$ cat src/rtl/div_arb.sv
// Round-robin arbiter that shares one combinational divider between two
// requesters and holds the latched operands for calc_cycles before capturing.

module div_top #(
  parameter int width = 6
) (
  input  logic [width-1:0] a,
  input  logic [width-1:0] b,
  output logic [width-1:0] q,
  output logic [width-1:0] r,
  output logic             ovf
);
  always_comb begin
    if (b == '0) begin
      q   = '1;
      r   = a;
      ovf = 1'b1;
    end else begin
      q   = a / b;
      r   = a % b;
      ovf = 1'b0;
    end
  end
endmodule

module div_arb #(
  parameter int width       = 6,
  parameter int calc_cycles = 2
) (
  input  logic             clk,
  input  logic             rst,
  input  logic             req0,
  input  logic [width-1:0] a0,
  input  logic [width-1:0] b0,
  input  logic             req1,
  input  logic [width-1:0] a1,
  input  logic [width-1:0] b1,
  output logic             gnt0,
  output logic             gnt1,
  output logic             busy,
  output logic             done,
  output logic             done_id,
  output logic [width-1:0] q,
  output logic [width-1:0] r,
  output logic             ovf
);
  typedef enum logic [1:0] {IDLE, CALC, DONE} state_t;

  localparam logic [3:0] CNT_LOAD = 4'(calc_cycles - 1);

  state_t           state_q, state_d;
  logic             last_q, last_d;
  logic [3:0]       cnt_q, cnt_d;
  logic [width-1:0] opa_q, opa_d, opb_q, opb_d;
  logic [width-1:0] q_q, q_d, r_q, r_d;
  logic             ovf_q, ovf_d, done_id_q, done_id_d;
  logic             gnt0_q, gnt0_d, gnt1_q, gnt1_d;
  logic             busy_q, busy_d, done_q, done_d;

  logic [width-1:0] div_q, div_r;
  logic             div_ovf;
  logic             win;

  div_top #(.width(width)) u_div (
    .a   (opa_q),
    .b   (opb_q),
    .q   (div_q),
    .r   (div_r),
    .ovf (div_ovf)
  );

  // On a tie the requester that did not win last time is served.
  assign win = (req0 && req1) ? ~last_q : req1;

  always_comb begin
    state_d   = state_q;
    last_d    = last_q;
    cnt_d     = cnt_q;
    opa_d     = opa_q;
    opb_d     = opb_q;
    q_d       = q_q;
    r_d       = r_q;
    ovf_d     = ovf_q;
    done_id_d = done_id_q;
    gnt0_d    = 1'b0;
    gnt1_d    = 1'b0;
    done_d    = 1'b0;
    case (state_q)
      IDLE: begin
        if (req0 || req1) begin
          state_d = CALC;
          opa_d   = win ? a1 : a0;
          opb_d   = win ? b1 : b0;
          gnt0_d  = ~win;
          gnt1_d  = win;
          last_d  = win;
          cnt_d   = CNT_LOAD;
        end
      end
      CALC: begin
        if (cnt_q == '0) begin
          q_d       = div_q;
          r_d       = div_r;
          ovf_d     = div_ovf;
          done_id_d = last_q;
          done_d    = 1'b1;
          state_d   = DONE;
        end else begin
          cnt_d = cnt_q - 4'd1;
        end
      end
      DONE:    state_d = IDLE;
      default: state_d = IDLE;
    endcase
    busy_d = (state_d != IDLE);
  end

  always_ff @(posedge clk) begin
    if (rst) begin
      state_q   <= IDLE;
      last_q    <= 1'b1;
      cnt_q     <= '0;
      opa_q     <= '0;
      opb_q     <= '0;
      q_q       <= '0;
      r_q       <= '0;
      ovf_q     <= 1'b0;
      done_id_q <= 1'b0;
      gnt0_q    <= 1'b0;
      gnt1_q    <= 1'b0;
      busy_q    <= 1'b0;
      done_q    <= 1'b0;
    end else begin
      state_q   <= state_d;
      last_q    <= last_d;
      cnt_q     <= cnt_d;
      opa_q     <= opa_d;
      opb_q     <= opb_d;
      q_q       <= q_d;
      r_q       <= r_d;
      ovf_q     <= ovf_d;
      done_id_q <= done_id_d;
      gnt0_q    <= gnt0_d;
      gnt1_q    <= gnt1_d;
      busy_q    <= busy_d;
      done_q    <= done_d;
    end
  end

  assign gnt0    = gnt0_q;
  assign gnt1    = gnt1_q;
  assign busy    = busy_q;
  assign done    = done_q;
  assign done_id = done_id_q;
  assign q       = q_q;
  assign r       = r_q;
  assign ovf     = ovf_q;
endmodule

$ cat config.mk
export PLATFORM = sky130hd
export DESIGN_NAME = div_arb
export DESIGN_NICKNAME = d
export VERILOG_FILES = /design/src/rtl/div_arb.sv
export SDC_FILE = /design/constraint.sdc
export NUM_CORES = 1
export LEC_CHECK = 0
export CORE_MARGIN = 4
export CORE_UTILIZATION = 45
export DETAILED_ROUTE_END_ITERATION = 10
export DONT_BUFFER_PORTS = 1
export SYNTH_ARGS = -nofsm -noshare
export SYNTH_HDL_FRONTEND = slang
export SYNTH_SLANG_ARGS = --single-unit
$ cat constraint.sdc
create_clock -name clk -period 17.09 [get_ports clk]
set_clock_uncertainty 0.1 [all_clocks]
set_input_delay 3.418 -clock clk [delete_from_list [all_inputs] [get_ports clk]]
set_output_delay 3.418 -clock clk [all_outputs]
set_load 0.02 [all_outputs]
* Yosys cells after proc, flatten, opt, wreduce, memory -nomap -nowiden
Index checks and enable logic that the tools add are counted.
** Storage, ports and cells
- Word-level logic and storage cells :: 49
- Output and inout bits :: 18
- Register bits :: 37
** Cells by class
- Reductions and logical operators :: 12
- Eq/ne operators :: 3
- Div/mod/pow operators :: 2
- Multiplexer cells :: 13
- Add/sub/neg operators :: 1
- Bitwise gates (word level) :: 5
** Operators with widths (number)
- $mux W6 :: 4
- $mux W4 :: 2
- $pmux W4 S2 :: 1
- $div A6 B6 Y6 :: 1
- $logic_not A6 Y1 :: 1
- $mod A6 B6 Y6 :: 1
- $not A1 Y1 :: 5
- $logic_not A4 Y1 :: 1
- $mux W2 :: 2
- $ne A2 B2 Y1 const B :: 2
- $pmux W2 S2 :: 1
- $reduce_and A2 Y1 :: 2
- $reduce_bool A2 Y1 :: 2
- $sub A4 B1 Y4 const B :: 1
- $mux W1 :: 3
- $reduce_and A3 Y1 :: 1
- $reduce_or A3 Y1 :: 1
- $eq A2 B1 Y1 const B :: 1
- $logic_not A2 Y1 :: 1
- $reduce_or A2 Y1 :: 1
- $logic_and A1 B1 Y1 :: 1
- $logic_or A1 B1 Y1 :: 1

* Logic depth before layout (Yosys ltp)
Gate-level depths: netlist (run 1).
- Depth after elaboration :: 4
- Gate-level depth with buffers :: 36

* By module
Synthesis (run 1) repeated with hierarchy kept, for this count alone.
** Second synthesis, totals
- Cell total of the unflattened synthesis :: 339
- Area total of the unflattened synthesis :: 2740.1 um2
** Modules (own cells, without submodules)
- div_arb :: sequential area each 740.7 um2, area each 1546.5 um2, cells an instance 164, instances 1
- div_top :: sequential area each 0.0 um2, area each 1193.6 um2, cells an instance 175, instances 1

* Worst setup path before layout (run 1)
Ideal clock, no wire load.
- Path type :: flip-flop to flip-flop
- Start point :: register opb_q[0]
- End point :: register r_q[4], in the netlist r[4]
- Cell stages (with the launch flop) :: 33
- Period minus slack after synthesis :: 6928 ps
- Required time :: 16868 ps
- Buffers on the path :: 1
- Library setup time :: 122 ps
- Setup slack :: 10162 ps
- Arrival :: 6706 ps
- Path through :: dfxtp_1 > inv_1 > ha_1 > and3_2 > nor2_1 > ha_1 > or3_1 > nand4b_1 > o31ai_2 > ha_1 > and2_1 > a41o_1 > o21a_1 > o21ai_0 > inv_1 > ha_1 > a41o_1 > o21a_1 > buf_4 > mux2i_1 > ha_1 > a21oi_1 > a21o_1 > nand2_1 > or3_1 > o211ai_1 > ha_1 > and4_1 > nor3_2 > a211oi_4 > a221o_1 > o21ba_4 > a21oi_2
** Between the ends
- Cells in the longest elaborated chain, start to end :: 2
- Elaborated cells on any way between the ends :: 3
** RTL lines
- start, declared :: RTL line 54 : logic [width-1:0] opa_q, opa_d, opb_q, opb_d;
- start signal, assigned :: RTL line 138 : opb_q <= opb_d;
- $mod A6 B6 Y6 or $logic_not A6 Y1 (tied branches) :: RTL line 20, 14
- $mux W6 (*) :: RTL line 14 : if (b == '0) begin
- end signal, assigned :: RTL line 140 : r_q <= r_d;
- end, declared :: RTL line 55 : logic [width-1:0] q_q, q_d, r_q, r_d;
Every way passes the cells marked *; elsewhere a longest branch is shown, timed or not.
A chain may end at the register's enable or synchronous reset.

* Final worst setup path (run 1)
Ends and elaborated chain as after synthesis.

==> impl_metrics.ini, run 1 <==
[status]
status = completed

[clock_network]
path_clk_slew_ns = 0.06
clk-insertion-delay-late_ns = 0.28
cts_hold_buffers = 0
post_cts.resized_instances = 0
tritoncts = built
htree_depth = 2
post-cts-setup-buffers = 0
cts-buffers-inserted = 5
cts.path.max_buffers = 2
clock_sink_count = 37
cts.root.buffer_cell = clkbuf_8

[sta]
clock.fmax_ghz = 0.127
layout_setup_ws_ns = 9.19
min_period_ns = 7.90
report.final.slew_viol_count = 0
timing.final.crit_share_pct = 46.2
max_slew.worst_pin.slew_ns = 0.571
setup_repair_after_global_routing_missed_its_margin = false
tns_ns = 0
max_slew_margin_pct = 61.5
setup-violations-final = 0
finalHoldViolations = 0

[grt]
grt_pass1_vias = 2076
overflow = 0
antenna_found_initial = 0
first_pass_grt_wire_length_um = 10400
globalRouteTotalUtil_pct = 17.7
grt_max_degree = 21

[layout]
fin_area_sq_um = 2720
fillers = 556
finish.utilization_pct = 48.8
share_of_post_route_cells_with_drive_strength_above_1_pct = 10.1
nets = 352
antenna_cells = 0
syn2layout_area_growth_pct = 3.87

[route]
vias_per_cell = 5.89
detailed_route_drc_error_count = 0
post_drt_wl_per_cell_um = 16.8
antenna_violating_nets_post_route = 0
wirelength_um = 6190
drt-pass1-iter-count = 4
detailroute.via_count = 2174
detailedRoute.firstIterationViolations = 183

[setup_path]
cp_max_fo = 7
endpoint_kind = flop
timing.critical_path.mode_cell = ha_1
crit_path_start_kind = flop
arrival_ns = 7.96
worst-setup-path-type = flop to flop
worst_path_largest_cell_delay_ns = 0.49
required_ns = 17.16
critical-path-slowest-cell = o21ai_0

[place]
place_congestion = 0.868
placement.setup.worst_slack_ns = 9.26
place_hpwl_um = 4970
placed_area_sq_um = 2650
port_buffers = 0

[die]
floorplan.initialDensity_pct = 47.0
fp.coreArea_sq_um = 5570
die-height_um = 84.3
horizontal_die_dimension_um = 84.3
rows = 27
dieArea_sq_um = 7100
ios = 46

[yosys]
syn_nets = 356
syn_area_sq_um = 2620
synth.yosys.seq_area_share_pct = 28.3
ys_types = 69
yosysWarningCount = 0
synth_seq_cells = 37
most_used_flip_flop_cell_after_synthesis = dfxtp_1
number_of_instances_in_the_synthesized_netlist = 302
asyncSetResetFlopFracSynth_pct = 0
synth_enable_flop_cells = 0
synth.avg_cell_area_sq_um = 8.67

[flow_run]
max_cap_violations = 0

[hold_path]
timing.hold.worst.class = flop to flop
[path summary, 6_finish.rpt]
| path | to | cells after the start | from | slack (ns) |
|---|---|---|---|---|
| max | r[4] | 31 | opb_q[0] | 9.19 |
| min | busy | 1 | state_q[1] | 0.36 |
| max reg2reg | r[4] | 31 | opb_q[0] | 9.19 |
| min reg2reg | busy | 1 | state_q[1] | 0.36 |
[kinds of logic (layout without fill, tap and decap cells)]
family / Yosys count / in the layout / synth area share [%]
compound gates: 95 / 95 / 29.4
xor+xnor: 10 / 10 / 3.35
fa+ha+maj: 26 / 26 / 12.7
buf+inv: 44 / 39 / 7.55
flops: 37 / 37 / 28.3
mux: 2 / 2 / 0.765
simple gates: 88 / 88 / 18.0
[cell usage after synthesis, drive strengths merged (3+ instances only)]
cell type / n / share of area [%]
a211oi: 5 / 1.9
a21o: 3 / 0.91
a21oi: 14 / 3.0
a222oi: 13 / 5.0
a311oi: 3 / 1.0
a31oi: 3 / 0.96
and2: 7 / 1.8
buf: 7 / 1.9
clkbuf: 7 / 1.4
dfxtp: 37 / 28
ha: 25 / 12
inv: 30 / 4.3
nand2: 16 / 2.3
nand2b: 5 / 1.3
nor2: 27 / 4.0
nor2b: 5 / 1.2
nor3: 11 / 2.7
o211ai: 7 / 2.0
o21a: 13 / 3.7
o21ai: 13 / 2.6
or3: 4 / 0.96
xnor2: 6 / 2.0
xor2: 4 / 1.3
[layout make-up]
| type | instances | area [sq um] | area share, % |
|---|---|---|---|
| Multi-Input combinational cell | 221 | 1680 | 61.8 |
| Sequential cell | 37 | 741 | 27.2 |
| Inverter | 30 | 113 | 4.14 |
| Tap cell | 72 | 90.1 | 3.31 |
| Clock buffer | 5 | 68.8 | 2.53 |
| Timing Repair Buffer | 3 | 22.5 | 0.828 |
| Clock inverter | 1 | 5.00 | 0.184 |
[stage by stage]
step	cells	hold WS, ns
global placement	363	0.344
CTS	369	0.357
global route	369	0.378
detailed placement	363	0.348
finish	369	0.361
floorplan	302	0.327
[layout by cell type, fill, tap and decap left out, drive strengths merged, types with 4 or more instances in the layout]
master  synthesis  layout
a211oi          5       5
a21oi          14      14
a222oi         13      13
and2            7       7
clkbuf          7       5
dfxtp          37      37
ha             25      25
inv            30      30
nand2          16      16
nand2b          5       5
nor2           27      27
nor2b           5       5
nor3           11      11
o211ai          7       7
o21a           13      13
o21ai          13      13
or3             4       4
xnor2           6       6
xor2            4       4
[flip-flops by register name, summed over array words and instances (netlist names)]
| name | cells |
|---|---|
| busy | 1 |
| cnt_q | 4 |
| done | 1 |
| done_id | 1 |
| gnt0 | 1 |
| gnt1 | 1 |
| last_q | 1 |
| opa_q | 6 |
| opb_q | 6 |
| ovf | 1 |
| q | 6 |
| r | 6 |
| state_q | 2 |
[per-layer routing]
layer	part of all wire (%)	GRT usage, %	routed length, um	up-vias
met4	1.0	3.51	64	0
met2	43	27.0	2660	87
met5	0	0	0	-
met1	48	25.4	2980	981
met3	7.9	4.61	486	8
li1	-	-	-	1098
[critical path, delay by kind of cell, from the launching register on]
| kind | cells | cell delay (ns) |
|---|---|---|
| AO/OA/AOI/OAI | 16 | 3.66 |
| adder cells (fa/ha/maj) | 6 | 1.95 |
| AND/OR/NAND/NOR | 7 | 1.43 |
| flip-flops | 1 | 0.40 |
| buffers and inverters | 2 | 0.25 |
Power of run 1 is not shown: default switching activity piles up to over one toggle a cycle in this logic, so the estimate is an artifact.
==> run 2, diff against run 1 <==
--- a/config.mk
+++ b/config.mk
@@ -5,6 +5,7 @@
 export SDC_FILE = /design/constraint.sdc
 export NUM_CORES = 1
 export LEC_CHECK = 0
+export ABC_AREA = 1
 export CORE_MARGIN = 4
 export CORE_UTILIZATION = 45
 export DETAILED_ROUTE_END_ITERATION = 10
==> constraint.sdc (replaced) <==
create_clock -name clk -period 6.9 [get_ports clk]
set_clock_uncertainty 0.1 [all_clocks]
set_input_delay 1.38 -clock clk [delete_from_list [all_inputs] [get_ports clk]]
set_output_delay 1.38 -clock clk [all_outputs]
set_load 0.02 [all_outputs]
==> impl_metrics.ini, run 2 <==
[status]
status = completed

[layout]
antenna_cells = 0
final_cell_mix = 61 x nand2_1, 47 x inv_1, 36 x dfxtp_1
final_std_cells_w_o_fill = 443
layout_commonest_cell = nand2_1
share_of_post_route_cells_with_drive_strength_above_1_pct = 20.2
nets = 424
syn2layout_area_growth_pct = 15.6

[sta]
min_period_ns = 6.57
max_slew.worst_pin.slew_ns = 0.661
setup-violations-final = 0
finalHoldViolations = 0
report.final.slew_viol_count = 0
clock.fmax_ghz = 0.152
timing.hold.ws_ns = 0.383
max_slew_margin_pct = 55.9
timing.final.crit_share_pct = 95.2

[die]
floorplan.initialDensity_pct = 46.4
fp.coreArea_sq_um = 5510
rows = 27
horizontal_die_dimension_um = 83.3
ios = 46
dieArea_sq_um = 6940
die-height_um = 83.3

[route]
detailedRoute.firstIterationViolations = 117
antenna_violating_nets_post_route = 0
wirelength_um = 7370
detailroute.via_count = 2366
drt-pass1-iter-count = 4
vias_per_cell = 5.34
post_drt_wl_per_cell_um = 16.6
detailed_route_drc_error_count = 0

[clock_network]
path_clk_slew_ns = 0.08
cts-buffers-inserted = 5
cts.root.buffer_cell = clkbuf_8
htree_depth = 2
tritoncts = built
clk-insertion-delay-late_ns = 0.29
cts.path.max_buffers = 2
cts_hold_buffers = 0
clock_sink_count = 37

[yosys]
post_synth_most_frequent_cells = 66 x nand2_1, 49 x inv_1, 37 x dfxtp_1
asyncSetResetFlopFracSynth_pct = 0
yosysWarningCount = 0
number_of_instances_in_the_synthesized_netlist = 359
synth_seq_cells = 37
synth.yosys.seq_area_share_pct = 29.0
count_leader_synth = nand2_1
synth_area_leaders = dfxtp_1 29%, ha_1 12%, nand2_1 9.7%
synth_enable_flop_cells = 0
ys_types = 33
syn_nets = 413
synth.avg_cell_area_sq_um = 7.11
most_used_flip_flop_cell_after_synthesis = dfxtp_1
synthDominantCellAreaShare_pct = 29.0
syn_area_sq_um = 2550
most_area_hungry_cell_type_in_the_yosys_netlist = dfxtp_1

[grt]
grt_pass1_vias = 2235
grt_busiest_layer = met2
globalRouteTotalUtil_pct = 20.3
first_pass_grt_wire_length_um = 11100
global_route.usage.met1_pct = 26.8
met2_usage_grt_pct = 31.3
overflow = 0
antenna_found_initial = 0
grt_use_met3_pct = 5.36
grt_max_degree = 19

[setup_path]
critical-path-slowest-cell = dfxtp_2
timing.critical_path.mode_cell = nand2_2
worst-setup-path-type = flop to flop
required_ns = 7.03
endpoint_kind = flop
arrival_ns = 6.70
crit_path_start_kind = flop
worst_path_largest_cell_delay_ns = 0.33
cp_max_fo = 6

[place]
port_buffers = 0
place_hpwl_um = 5500
placed_cells_incl_taps = 431
place_congestion = 0.910

[hold_path]
timing.hold.worst.class = flop to flop

[flow_run]
max_cap_violations = 0
## run 2: cells by family after synthesis
| kind of cell | share of synthesized area, % |
|---|---|
| and+or+nand+nor | 28.2 |
| AOI/OAI and AO/OA | 16.3 |
| buffers and inverters | 9.71 |
| DFF | 29.0 |
| adders and majority gates | 13.0 |
| xor gates and xnor gates | 3.77 |
## run 2: worst paths after layout
kind                            startpoint       end  slack [ns]  cells after the start
worst min-delay path              cnt_q[3]  cnt_q[3]        0.38                      2
worst min register to register    cnt_q[3]  cnt_q[3]        0.38                      2
worst max register to register    opb_q[0]      r[4]        0.33                     46
worst max-delay path              opb_q[0]      r[4]        0.33                     46
## run 2: routing by layer
metal | vias to the layer above | wire (um)
li1 | 1199 | -
met3 | 14 | 441
met5 | - | 0
met2 | 75 | 3410
met1 | 1078 | 3380
met4 | 0 | 141
## run 2: critical path, delay by kind of cell (launching register included)
family          cells  cell delay [ns]
compound gates      6             0.68
xor+xnor            1             0.15
fa+ha+maj           6             1.70
buf+inv             9             0.72
flops               1             0.33
simple gates       24             2.80
## run 2: timing repair
item                                    4_1_cts  5_1_grt
setup buffers                                 0        4
endpoints found under the setup margin        0        7
resized for setup                             0       35
## run 2: cell type report
| class | count | area (sq um) |
|---|---|---|
| Clock buffer | 5 | 68.8 |
| Clock inverter | 3 | 17.5 |
| Fill cell | 556 | 2550 |
| Inverter | 57 | 219 |
| Multi-Input combinational cell | 257 | 1720 |
| Sequential cell | 37 | 742 |
| Tap cell | 72 | 90.1 |
| Timing Repair Buffer | 12 | 90.1 |
## run 2: per-stage QoR
stage	utilization [%]	setup slack, ns	area, sq um	TNS [ns]
global placement	48.5	0.232	2670	0
CTS	50.0	0.0829	2760	0
floorplan	-	0.675	2550	0
global route	53.6	-0.222	2950	-1.02
finish	53.6	0.331	2950	0
detailed placement	48.5	0.114	2670	0
Power of run 2 is left out for the same reason.
==> run 3, diff against run 2 <==
--- a/config.mk
+++ b/config.mk
@@ -12,4 +12,5 @@
 export DONT_BUFFER_PORTS = 1
 export SYNTH_ARGS = -nofsm -noshare
 export SYNTH_HDL_FRONTEND = slang
+export SYNTH_HIERARCHICAL = 1
 export SYNTH_SLANG_ARGS = --single-unit
==> impl_metrics.ini, run 3 <==
[status]
status = completed

[yosys]
synth_enable_flop_cells = 0
synth.yosys.seq_area_share_pct = 26.8
syn_area_sq_um = 2760
most_area_hungry_cell_type_in_the_yosys_netlist = dfxtp_1
count_leader_synth = nand2_1
synth_seq_cells = 37
synth.avg_cell_area_sq_um = 7.23
ys_types = 44
yosysWarningCount = 6
post_synth_most_frequent_cells = 85 x nand2_1, 46 x nor2_1, 37 x dfxtp_1
syn_nets = 434
number_of_instances_in_the_synthesized_netlist = 382
asyncSetResetFlopFracSynth_pct = 0
synthDominantCellAreaShare_pct = 26.8
most_used_flip_flop_cell_after_synthesis = dfxtp_1
synth_area_leaders = dfxtp_1 27%, nand2_1 12%, ha_1 10%

[route]
antenna_violating_nets_post_route = 0
wirelength_um = 5880
drt-pass1-iter-count = 4
detailroute.via_count = 2311
post_drt_wl_per_cell_um = 12.7
detailedRoute.firstIterationViolations = 146
detailed_route_drc_error_count = 0
vias_per_cell = 5.00

[clock_network]
cts-buffers-inserted = 5
path_clk_slew_ns = 0.07
htree_depth = 2
clk-insertion-delay-late_ns = 0.28
tritoncts = built
cts.root.buffer_cell = clkbuf_8
cts.path.max_buffers = 2
clock_sink_count = 37

[setup_path]
reg2reg_depth = 47
cp_max_fo = 6
critPathCapture = r[5]
regToRegSetupSlack_ns = 0.52
endpoint_kind = flop
arrival_ns = 6.45
worst-setup-path-type = flop to flop
startpoint_of_the_worst_setup_timing_path = opb_q[0]
timing.critical_path.mode_cell = nand2_1
required_ns = 6.98
crit_path_start_kind = flop
reg_to_reg_startpoint = opb_q[0]
worst_path_largest_cell_delay_ns = 0.37
critical-path-slowest-cell = dfxtp_4
critical_path.reg2reg.endpoint = r[5]

[layout]
finish.utilization_pct = 51.9
layout_commonest_cell = nand2_1
nets = 439
fillers = 596
multi_input_comb_area_sq_um = 1910
seqCellArea_sq_um = 744
antenna_cells = 0
syn2layout_area_growth_pct = 11.3
share_of_post_route_cells_with_drive_strength_above_1_pct = 24.3
final_cell_mix = 83 x nand2_1, 44 x nor2_1, 36 x dfxtp_1

[sta]
report.final.slew_viol_count = 0
min_period_ns = 6.38
clock.fmax_ghz = 0.157
max_slew.worst_pin.slew_ns = 0.483
finalHoldViolations = 0
timing.final.crit_share_pct = 92.4
setup-violations-final = 0
max_slew_margin_pct = 67.7

[grt]
antenna_found_initial = 0
overflow = 0
first_pass_grt_wire_length_um = 10100
globalRouteTotalUtil_pct = 16.7
grt_pass1_vias = 2212
grt_max_degree = 17

[die]
die-height_um = 86.3
ios = 46
fp.coreArea_sq_um = 5920
dieArea_sq_um = 7450
floorplan.initialDensity_pct = 46.6
rows = 28
horizontal_die_dimension_um = 86.3

[hold_path]
min_delay_path_depth = 2
timing.hold.worst.class = flop to flop

[place]
place_hpwl_um = 4690
place_congestion = 0.964
port_buffers = 0

[flow_run]
max_cap_violations = 0
[run 3: cell types whose count changed after synthesis, sizes merged, moves of 3 or more]
cell	change
inv	-11
o211ai	-13
nand2	+29
nor2	+27
buf	+3
a21oi	-17
[run 3: layer usage]
metal,routed length (um),GRT usage (%),part of all wire (%)
met2,2740,28.3,47
met4,59,4.25,1.0
met1,2840,22.2,48
met5,0,0,0
met3,239,2.76,4.1
[run 3: how the worst min path moves through the flow]
| stage | from | endpoint | slack [ns] |
|---|---|---|---|
| detailed placement | opb_q[2] | opb_q[2] | 0.37 |
| finish | opb_q[2] | opb_q[2] | 0.38 |
| global placement | opb_q[2] | opb_q[2] | 0.36 |
| CTS | opb_q[2] | opb_q[2] | 0.38 |
| floorplan | opb_q[2] | opb_q[2] | 0.35 |
| global route | cnt_q[1] | cnt_q[1] | 0.43 |
[run 3: what timing repair did]
item	4_1_cts	5_1_grt
hold buffers	0	0
buffers inserted	0	5
gates resized for setup	0	25
hold endpoints to repair	0	0
setup endpoints to repair	0	7
[run 3: metrics by stage]
step	setup slack (ns)	cells	TNS (ns)	area [sq um]	hold WS, ns
final	0.524	462	0	3070	0.383
after global routing	-0.0223	462	-0.0299	3070	0.427
after CTS	0.142	457	0	2880	0.383
after detailed placement	0.182	450	0	2790	0.365
after global placement	0.252	450	0	2790	0.364
after floorplan	0.738	382	0	2760	0.348
[run 3: area by class of cell]
type / count / share of cell area [%]
Inverter: 47 / 5.99
Clock buffer: 6 / 2.69
Sequential cell: 37 / 24.2
Timing Repair Buffer: 7 / 1.71
Tap cell: 75 / 3.05
Clock inverter: 1 / 0.244
Multi-Input combinational cell: 289 / 62.1
[run 3: kinds of logic after synthesis]
group | synth area share (%)
and+or+nand+nor | 39.3
xor gates and xnor gates | 3.17
DFF | 26.8
buffers and inverters | 9.29
AOI/OAI and AO/OA | 10.2
adders and majority gates | 11.2
[run 3: worst max-delay path, delay by kind of cell (launching register included)]
kind	cells	cell delay (ns)
simple gates	28	2.75
xor+xnor	1	0.16
flops	1	0.37
fa+ha+maj	6	1.54
buf+inv	5	0.27
compound gates	7	1.04
Power of run 3 is left out for the same reason.
